`config.mk`:
```
export PLATFORM = sky130hd
export DESIGN_NAME = estagio_writeback
export DESIGN_NICKNAME = d
export VERILOG_FILES = /design/src/rtl/estagio_writeback.sv
export SDC_FILE = /design/constraint.sdc
export NUM_CORES = 1
export LEC_CHECK = 0
export CAP_MARGIN = 10
export CORE_MARGIN = 2
export CORE_UTILIZATION = 40
export CTS_CLUSTER_SIZE = 28
export DETAILED_ROUTE_END_ITERATION = 8
export PLACE_DENSITY = 0.81
export REMOVE_ABC_BUFFERS = 1
export SLEW_MARGIN = 20
export SYNTH_ARGS = -nofsm -noshare
export SYNTH_HDL_FRONTEND = slang
export SYNTH_SLANG_ARGS = --single-unit
export TNS_END_PERCENT = 10
```
`constraint.sdc`:
```
create_clock -name wb_in_clk -period 3.35 [get_ports wb_in_clk]
set_input_delay 1.005 -clock wb_in_clk [delete_from_list [all_inputs] [get_ports wb_in_clk]]
set_output_delay 1.005 -clock wb_in_clk [all_outputs]
set_load 0.02 [all_outputs]
```
`src/rtl/estagio_writeback.sv`:
```
// MEM/WB pipeline register: decodes the instruction leaving MEM, formats load data,
// gates the register-file write enable and counts retired instructions.
module estagio_writeback #(
  parameter int          CNT_W    = 32,
  parameter logic [4:0]  LINK_REG = 5'd31
) (
  input  logic              wb_in_clk,
  input  logic              wb_in_reset_n,
  input  logic              wb_in_stall,
  input  logic              wb_in_flush,
  input  logic              wb_in_valid,
  input  logic [31:0]       wb_in_IR_M,
  input  logic [31:0]       wb_in_alu_result,
  input  logic [31:0]       wb_in_mem_data,
  input  logic [31:0]       wb_in_pc_plus8,
  output logic [4:0]        wb_out_rd,
  output logic [31:0]       wb_out_data,
  output logic              wb_out_we,
  output logic [31:0]       wb_out_IR_W,
  output logic              wb_out_misaligned,
  output logic [CNT_W-1:0]  wb_out_retired
);

  logic [5:0]  op;
  logic [5:0]  funct;
  logic [1:0]  byte_off;
  logic [4:0]  dest;
  logic [31:0] wdata;
  logic        writes_reg;
  logic        misal;
  logic [7:0]  lane_byte;
  logic [15:0] lane_half;
  logic        next_we;

  assign op       = wb_in_IR_M[31:26];
  assign funct    = wb_in_IR_M[5:0];
  assign byte_off = wb_in_alu_result[1:0];

  // little-endian lane selection for sub-word loads
  always_comb begin
    lane_half = byte_off[1] ? wb_in_mem_data[31:16] : wb_in_mem_data[15:0];
    case (byte_off)
      2'd0:    lane_byte = wb_in_mem_data[7:0];
      2'd1:    lane_byte = wb_in_mem_data[15:8];
      2'd2:    lane_byte = wb_in_mem_data[23:16];
      2'd3:    lane_byte = wb_in_mem_data[31:24];
      default: lane_byte = 8'd0;
    endcase
  end

  // instruction decode: destination, write data, write intent, alignment fault
  always_comb begin
    dest       = 5'd0;
    wdata      = 32'd0;
    writes_reg = 1'b0;
    misal      = 1'b0;
    case (op)
      6'h00: begin
        dest       = wb_in_IR_M[15:11];
        wdata      = wb_in_alu_result;
        writes_reg = (funct != 6'h08);
      end
      6'h08, 6'h09, 6'h0A, 6'h0B, 6'h0C, 6'h0D, 6'h0E, 6'h0F: begin
        dest       = wb_in_IR_M[20:16];
        wdata      = wb_in_alu_result;
        writes_reg = 1'b1;
      end
      6'h03: begin
        dest       = LINK_REG;
        wdata      = wb_in_pc_plus8;
        writes_reg = 1'b1;
      end
      6'h23: begin
        dest       = wb_in_IR_M[20:16];
        wdata      = wb_in_mem_data;
        writes_reg = 1'b1;
        misal      = (byte_off != 2'd0);
      end
      6'h21, 6'h25: begin
        dest       = wb_in_IR_M[20:16];
        writes_reg = 1'b1;
        misal      = byte_off[0];
        if (op == 6'h21) begin
          wdata = {{16{lane_half[15]}}, lane_half};
        end else begin
          wdata = {16'd0, lane_half};
        end
      end
      6'h20, 6'h24: begin
        dest       = wb_in_IR_M[20:16];
        writes_reg = 1'b1;
        if (op == 6'h20) begin
          wdata = {{24{lane_byte[7]}}, lane_byte};
        end else begin
          wdata = {24'd0, lane_byte};
        end
      end
      default: begin
        dest       = 5'd0;
        wdata      = 32'd0;
        writes_reg = 1'b0;
        misal      = 1'b0;
      end
    endcase
  end

  assign next_we = writes_reg & ~misal & (dest != 5'd0);

  // WB register: flush > stall > load; an invalid slot loads as a bubble
  always_ff @(posedge wb_in_clk or negedge wb_in_reset_n) begin
    if (!wb_in_reset_n) begin
      wb_out_rd         <= 5'd0;
      wb_out_data       <= 32'd0;
      wb_out_we         <= 1'b0;
      wb_out_IR_W       <= 32'd0;
      wb_out_misaligned <= 1'b0;
      wb_out_retired    <= {CNT_W{1'b0}};
    end else if (wb_in_flush || (!wb_in_stall && !wb_in_valid)) begin
      wb_out_rd         <= 5'd0;
      wb_out_data       <= 32'd0;
      wb_out_we         <= 1'b0;
      wb_out_IR_W       <= 32'd0;
      wb_out_misaligned <= 1'b0;
    end else if (!wb_in_stall) begin
      wb_out_rd         <= dest;
      wb_out_data       <= wdata;
      wb_out_we         <= next_we;
      wb_out_IR_W       <= wb_in_IR_M;
      wb_out_misaligned <= misal;
      wb_out_retired    <= wb_out_retired + {{(CNT_W-1){1'b0}}, 1'b1};
    end
  end

endmodule

```
==> impl_results.md, run 1 <==
* Seq/Total Area, Yosys at 50.8%
* Worst Path Required at about 3600 ps
* IO buf count at 235
* Post-synth EDFFs at 0
* Synthesis Warnings at 0
* Grt ovf at 0
* DP Worst Slack at 128 ps
* Hold path endpoint: wb_out_data[4]$_DFFE_PN0P_
* Critical path class: input pin to flop
* Yosys reg bits at 103
* Initial Utilization at 40.5%
* CP Buf/Inv Count at 2
* IO Count at about 240
* Layer with the highest usage: met2
* N_diodes at 0
* CP cell instances: clkdlybuf4s50_1 > buf_4 > mux2i_1 > mux2i_1 > and3_1 > a2111oi_0 > o21ai_0
* Hold path startpoint: wb_out_data[4]$_DFFE_PN0P_
* Worst reg2reg startpoint: wb_out_retired[3]$_DFFE_PN0P_
* Root Buffer: clkbuf_16
* Final setup TNS at 0 ps
* ANT nets after route at 0
* Wire length of the first global-routing pass at approximately 27000 um
* Post-CTS setup buffer count at 0
* Commonest non-fill, non-tap cell in the layout: clkdlybuf4s50_1
* Hold path depth at 2
* Netlist cell types at 51
* Clk sinks at 103
* Vias in the first global route at 5190
* Highest cell delay on the worst timing path at about 480 ps
* Clk_skew at between 5 and 6 ps
* Setup ws final at 476 ps
* Die Wd at approximately 120 um
* Slowest stage cell on the critical path: clkdlybuf4s50_1
* Crit-path most repeated cell: mux2i_1
* Reg2reg setup slack at approximately 1000 ps
* Critical path's top delay family: buffers and inverters
* Nets at 863
* Largest net degree at the start of global routing at 58
* P per Cell Area at 358 nW/um^2
* RSZ-0062 raised after global routing: no
* Reg2Reg Depth at 5
* Layout cells sized above 1 at 7.22%
* 1st-pass router iterations at 5
* Post-CTS sizing at 0
* Hold Crit Class: flop to flop
* CTS Buf Count at 9
* Detailed Route Iter0 Violations at 397
* Hpwl dp at ~14000 um
* DRC at 0
* Slew Viols, Final at 0
* Die area at 13600 sq um
* Tcrit/Tclk final at a little under nine tenths
* FP Rows at 41
* Htree depth at 3
* Post-Syn Instances at roughly 490
* Worst reg2reg endpoint: wb_out_retired[22]$_DFFE_PN0P_
* Relative slew slack at 41.0%
* Synth Flop Type: dfrtp_1
* Commonest cells after routing, fill and taps aside: 234 x clkdlybuf4s50_1, 103 x dfrtp_1, 61 x nand2_1
* Vias per cell at about 5.6
* Grt met3 use at 4.98%
* Final total power at approximately 2.9 mW
* Status: completed
* Antenna violations before repair at 0
* Area delta synth->final at 58.7%
* Fin Hold WS at 480 ps
* Syn_area_per_cell at 10.3 sq um
* FMAX at 348 MHz
* Avg WL per Cell at 19.6 um
* Hold violation count in the final report at 0
* GR Util met1 at a little under a third
* Async set-reset flop share out of synthesis at between 90% and 100%
* Final min period at 2870 ps
* Worst Path Arrival at between 3000 and 4000 ps
* Maximum vdd ir drop at about 0.00022 V
* Cts hold-fix bufs at 0
* Clock slew at reported path FFs at approximately 70 ps
* Share of the synthesized area in the top cell type at 50.8%
* CTS Buffer Depth at 2
* Routability congestion estimate at 0.901
* Met2 GRT Util at 45.9%
* Slew @ Worst Pin at 877 ps
* CTS tree: done
* Global Route Usage Sum at 25.9%
* Final WL at 17800 um
* Core box area at 12500 sq um
* # Max-Cap Violations at 0
* Setup violations, final at 0
* Syn Std Cell Area at 5070 sq um
* Via Count at 5114
* Crit path max fanout at 14
* Top cells by area, synth: dfrtp_1 51%, a22o_1 9.0%, nand2_1 4.5%
* Pleak at about 3.3 nW
* Die Y at ~120 um
* Synth area leader: dfrtp_1
* Skew-Pair Late Insertion Delay at 340 ps
* Crit path capture type: flop
* Worst setup SP type: input pin
==> state kept, by name, indices dropped and copies added (netlist names) <==
name               flops
wb_out_retired        32
wb_out_misaligned      1
wb_out_data           32
wb_out_we              1
wb_out_IR_W           32
wb_out_rd              5
==> worst reg2reg max path, stage by stage, from the launching register on <==
cell and delay (ps):
dfrtp_1 460, nand4_1 210, nor4_1 800, nand3_1 400, nor2_1 230, xor2_1 170
==> cell families after synthesis <==
logic type                 share of synthesized area [%]
buffers and inverters                               3.50
xor gates and xnor gates                            5.35
muxes                                               1.60
adders and majority gates                          0.247
AOI/OAI and AO/OA                                   23.9
and+or+nand+nor                                     14.6
DFF                                                 50.8
==> worst max path at each step <==
stage,depth (start not counted),startpoint,end
after floorplan,4,wb_in_IR_M[28],wb_out_data[0]$_DFFE_PN0P_
final,7,wb_in_alu_result[1],wb_out_data[15]$_DFFE_PN0P_
after global placement,7,wb_in_alu_result[1],wb_out_data[9]$_DFFE_PN0P_
after CTS,7,wb_in_alu_result[1],wb_out_data[15]$_DFFE_PN0P_
after global routing,7,wb_in_alu_result[1],wb_out_data[15]$_DFFE_PN0P_
after detailed placement,7,wb_in_alu_result[1],wb_out_data[15]$_DFFE_PN0P_
==> cell type report <==
type / instances / area, sq um
clock inverter: 3 / 26.3
multi-input combinational: 348 / 2360
inverter: 7 / 26.3
timing repair buffer: 260 / 2590
tap: 172 / 215
sequential: 103 / 2580
clock buffer: 13 / 260
fill: 1051 / 4470
==> synthesized netlist by cell type, types with 3 or more instances <==
library cell,count
o21ai_0,35
nor2_1,30
clkbuf_1,23
and4_1,4
a31oi_1,3
mux2i_1,7
a222oi_1,5
nor3_1,6
nand4_1,6
nand2_1,61
and3_1,13
a221oi_1,6
inv_1,7
xor2_1,8
a2111oi_0,7
nand3_1,8
a32oi_1,4
dfrtp_1,103
xnor2_1,23
nand2b_1,3
a22oi_1,9
a32o_1,4
a22o_1,52
buf_2,10
a211oi_1,23
==> metrics by stage <==
step	cell area (sq um)	instances	util, %
floorplan	4920	458	-
global placement	7760	890	62.0
detailed placement	7760	890	62.0
CTS	8050	906	64.3
global route	8050	906	64.3
finish	8050	906	64.3
==> metal layers <==
layer / part of all wire [%] / vias to the layer above
met5: 0 / -
met4: 2.6 / 0
met3: 7.3 / 32
met2: 51 / 244
met1: 39 / 2519
li1: - / 2319
==> power by group <==
part / total [mW] / leakage (nW) / internal [mW] / switching, mW
sequential: 1.34 / 1.40 / 1.29 / 0.0521
combinational: 0.526 / 1.78 / 0.283 / 0.244
clock: 1.01 / 0.140 / 0.552 / 0.463
total: 2.88 / 3.32 / 2.12 / 0.758
(Power assumes the default switching activity.)
==> inputs of run 2 (changes only) <==
CTS_CLUSTER_SIZE = 10   (was 28)
==> results of run 2 <==
Same layout as run 1: the final DEF is identical, and so are final timing and power.
==> inputs of run 3 (changes only) <==
CORE_MARGIN = 1   (was 2)
==> run 3 against run 2 <==
  * Clock skew increased by 1.6 ps
  * Sequential share of layout area shrank 0.21 points
  * Total power rose by 3.7%
  * Die area shrank 3.4%
  * Largest cell class unchanged
  * Highest routed layer unchanged
==> impl_results.md, run 3 (same netlist as run 1, synthesis figures left out) <==
* Status: completed (unchanged)
* N_diodes at 0 (unchanged)
* Clk sinks at 103 (unchanged)
* Final min period at 2940 ps (was 2870 ps)
* Nets at 867 (was 863)
* 1st-pass router iterations at 7 (was 5)
* Post-CTS sizing at 0 (unchanged)
* Fin Hold WS at 480 ps (about the same)
* Htree depth at 3 (unchanged)
* Layout Utilization at 66.6% (was 64.3%)
* Slew @ Worst Pin at 860 ps (was 877 ps)
* CP Buf/Inv Count at 2 (unchanged)
* Hpwl dp at 13700 um (about the same)
* Highest cell delay on the worst timing path at 570 ps (was 480 ps)
* Worst Path Arrival at 3150 ps (was 3090 ps)
* Final instance area at 8100 sq um (was 8050 sq um)
* Final setup TNS at 0 ps (unchanged)
* Commonest cells after routing, fill and taps aside: 234 x clkdlybuf4s50_1, 103 x dfrtp_1, 61 x nand2_1 (unchanged)
* Largest net degree at the start of global routing at 48 (was 58)
* Slowest stage cell on the critical path: a2111oi_0 (was clkdlybuf4s50_1)
* Vias per cell at 5.69 (was 5.64)
* Crit path max fanout at 32 (was 14)
* IO buf count at 235 (unchanged)
* Grt ovf at 0 (unchanged)
* Clock slew at reported path FFs at 70 ps (about the same)
* P per Cell Area at 368 nW/um^2 (was 358 nW/um^2)
* Relative slew slack at 42.1% (was 41.0%)
* Worst setup SP type: input pin (unchanged)
* DRC at 0 (unchanged)
* Critical path's top delay family: compound AO/OA/AOI/OAI gates (was buffers and inverters)
* Fillers at 943 (was 1051)
* Via Count at 5159 (was 5114)
* CP cell instances: clkdlybuf4s50_1 > nand3b_1 > nor4_2 > buf_4 > a221o_1 > a2111oi_0 > o21ai_0 (was clkdlybuf4s50_1 > buf_4 > mux2i_1 > mux2i_1 > and3_1 > a2111oi_0 > o21ai_0)
* Final WL at 18200 um (was 17800 um)
* Wire length of the first global-routing pass at 28000 um (was 27000 um)
* Cts hold-fix bufs at 0 (unchanged)
* Die Wd at 115 um (was 117 um)
* Clk_skew at 7.11 ps (was 5.49 ps)
* Slew Viols, Final at 0 (unchanged)
* Initial Utilization at 41.7% (was 40.5%)
* Hold Crit Class: flop to flop (unchanged)
* FMAX at 340 MHz (was 348 MHz)
* Placed Area at 7770 sq um (was 7760 sq um)
* Area delta synth->final at 59.8% (was 58.7%)
* Setup violations, final at 0 (unchanged)
* CTS Buffer Depth at 2 (unchanged)
* Die Y at 115 um (was 117 um)
* Avg WL per Cell at 20.1 um (was 19.6 um)
* Hold violation count in the final report at 0 (unchanged)
* DP Worst Slack at -160 ps (was 128 ps)
* CTS tree: done (unchanged)
* Skew-Pair Late Insertion Delay at 350 ps (was 340 ps)
* Biggest regs: wb_out_IR_W (32), wb_out_data (32), wb_out_retired (32) (unchanged)
* FP Rows at 40 (was 41)
* ANT nets after route at 0 (unchanged)
* Core box area at 12200 sq um (was 12500 sq um)
* Layout cells sized above 1 at 7.99% (was 7.22%)
* Maximum vdd ir drop at 0.000227 V (was 0.000225 V)
* Vias in the first global route at 5178 (was 5190)
* Critical path class: input pin to flop (unchanged)
* Root Buffer: clkbuf_16 (unchanged)
* Commonest non-fill, non-tap cell in the layout: clkdlybuf4s50_1 (unchanged)
* Pleak at 3.36 nW (was 3.32 nW)
* Post-CTS setup buffer count at 0 (unchanged)
* RSZ-0062 raised after global routing: no (unchanged)
* Setup ws final at 413 ps (was 476 ps)
* Global Route Usage Sum at 28.3% (was 25.9%)
* # Max-Cap Violations at 0 (unchanged)
* Antenna violations before repair at 0 (unchanged)
* Tcrit/Tclk final at 87.7% (was 85.8%)
* CTS Buf Count at 9 (unchanged)
* Routability congestion estimate at 0.888 (was 0.901)
* Die area at 13100 sq um (was 13600 sq um)
* Detailed Route Iter0 Violations at 405 (was 397)
* Crit path capture type: flop (unchanged)
* Worst Path Required at 3560 ps (about the same)
* IO Count at 236 (unchanged)
==> run 3: changes by cell type in the layout (fill, tap and decap cells not counted), sizes merged <==
| cell | previous run | this run |
|---|---|---|
| clkinv | 2 | 3 |
| clkbuf | 13 | 12 |
| bufinv | 0 | 1 |
| inv | 8 | 7 |
| buf | 26 | 30 |
==> run 3: worst reg2reg max path: cells and delay by family, from the launching register on <==
| family | cells | cell delay (ps) |
|---|---|---|
| xor gates and xnor gates | 1 | 170 |
| DFF | 1 | 450 |
| and+or+nand+nor | 4 | 1690 |
==> run 3: path summary, 6_finish.rpt <==
check                                               from                              to  slack, ps  depth (start not counted)
max reg2reg                wb_out_retired[3]$_DFFE_PN0P_  wb_out_retired[28]$_DFFE_PN0P_        940                          5
max                                       wb_in_IR_M[28]      wb_out_data[4]$_DFFE_PN0P_        410                          7
max in group asynchronous                  wb_in_reset_n     wb_out_data[12]$_DFFE_PN0P_       2050                          2
min reg2reg                  wb_out_data[31]$_DFFE_PN0P_     wb_out_data[31]$_DFFE_PN0P_        480                          2
min in group asynchronous                  wb_in_reset_n  wb_out_retired[26]$_DFFE_PN0P_        620                          1
min                          wb_out_data[31]$_DFFE_PN0P_     wb_out_data[31]$_DFFE_PN0P_        480                          2
==> run 3: final cells by class <==
class	instances	area [sq um]	area share [%]
flip-flops and latches	103	2580	31.8
inverters	7	26.3	0.324
repair buffers	264	2610	32.2
clock inverters	4	52.6	0.649
well taps	168	210	2.59
multi-input cells	348	2360	29.1
clock buffers	12	267	3.29
==> run 3: where the power goes <==
part | internal [mW] | switching, mW
combinational | 0.286 | 0.251
sequential | 1.29 | 0.0492
clock | 0.642 | 0.470
==> run 3: routing by layer <==
| layer | part of all wire, % | track usage [%] |
|---|---|---|
| met5 | 0 | 0 |
| met2 | 50 | 49.1 |
| met1 | 41 | 34.6 |
| met3 | 7.3 | 5.29 |
| met4 | 2.3 | 11.7 |
==> run 3: per-stage QoR <==
stage / power (mW) / cells
finish: 2.98 / 906
global route: 3.08 / 906
CTS: 3.00 / 905
detailed placement: 1.89 / 889
global placement: 1.88 / 889
floorplan: 1.51 / 458
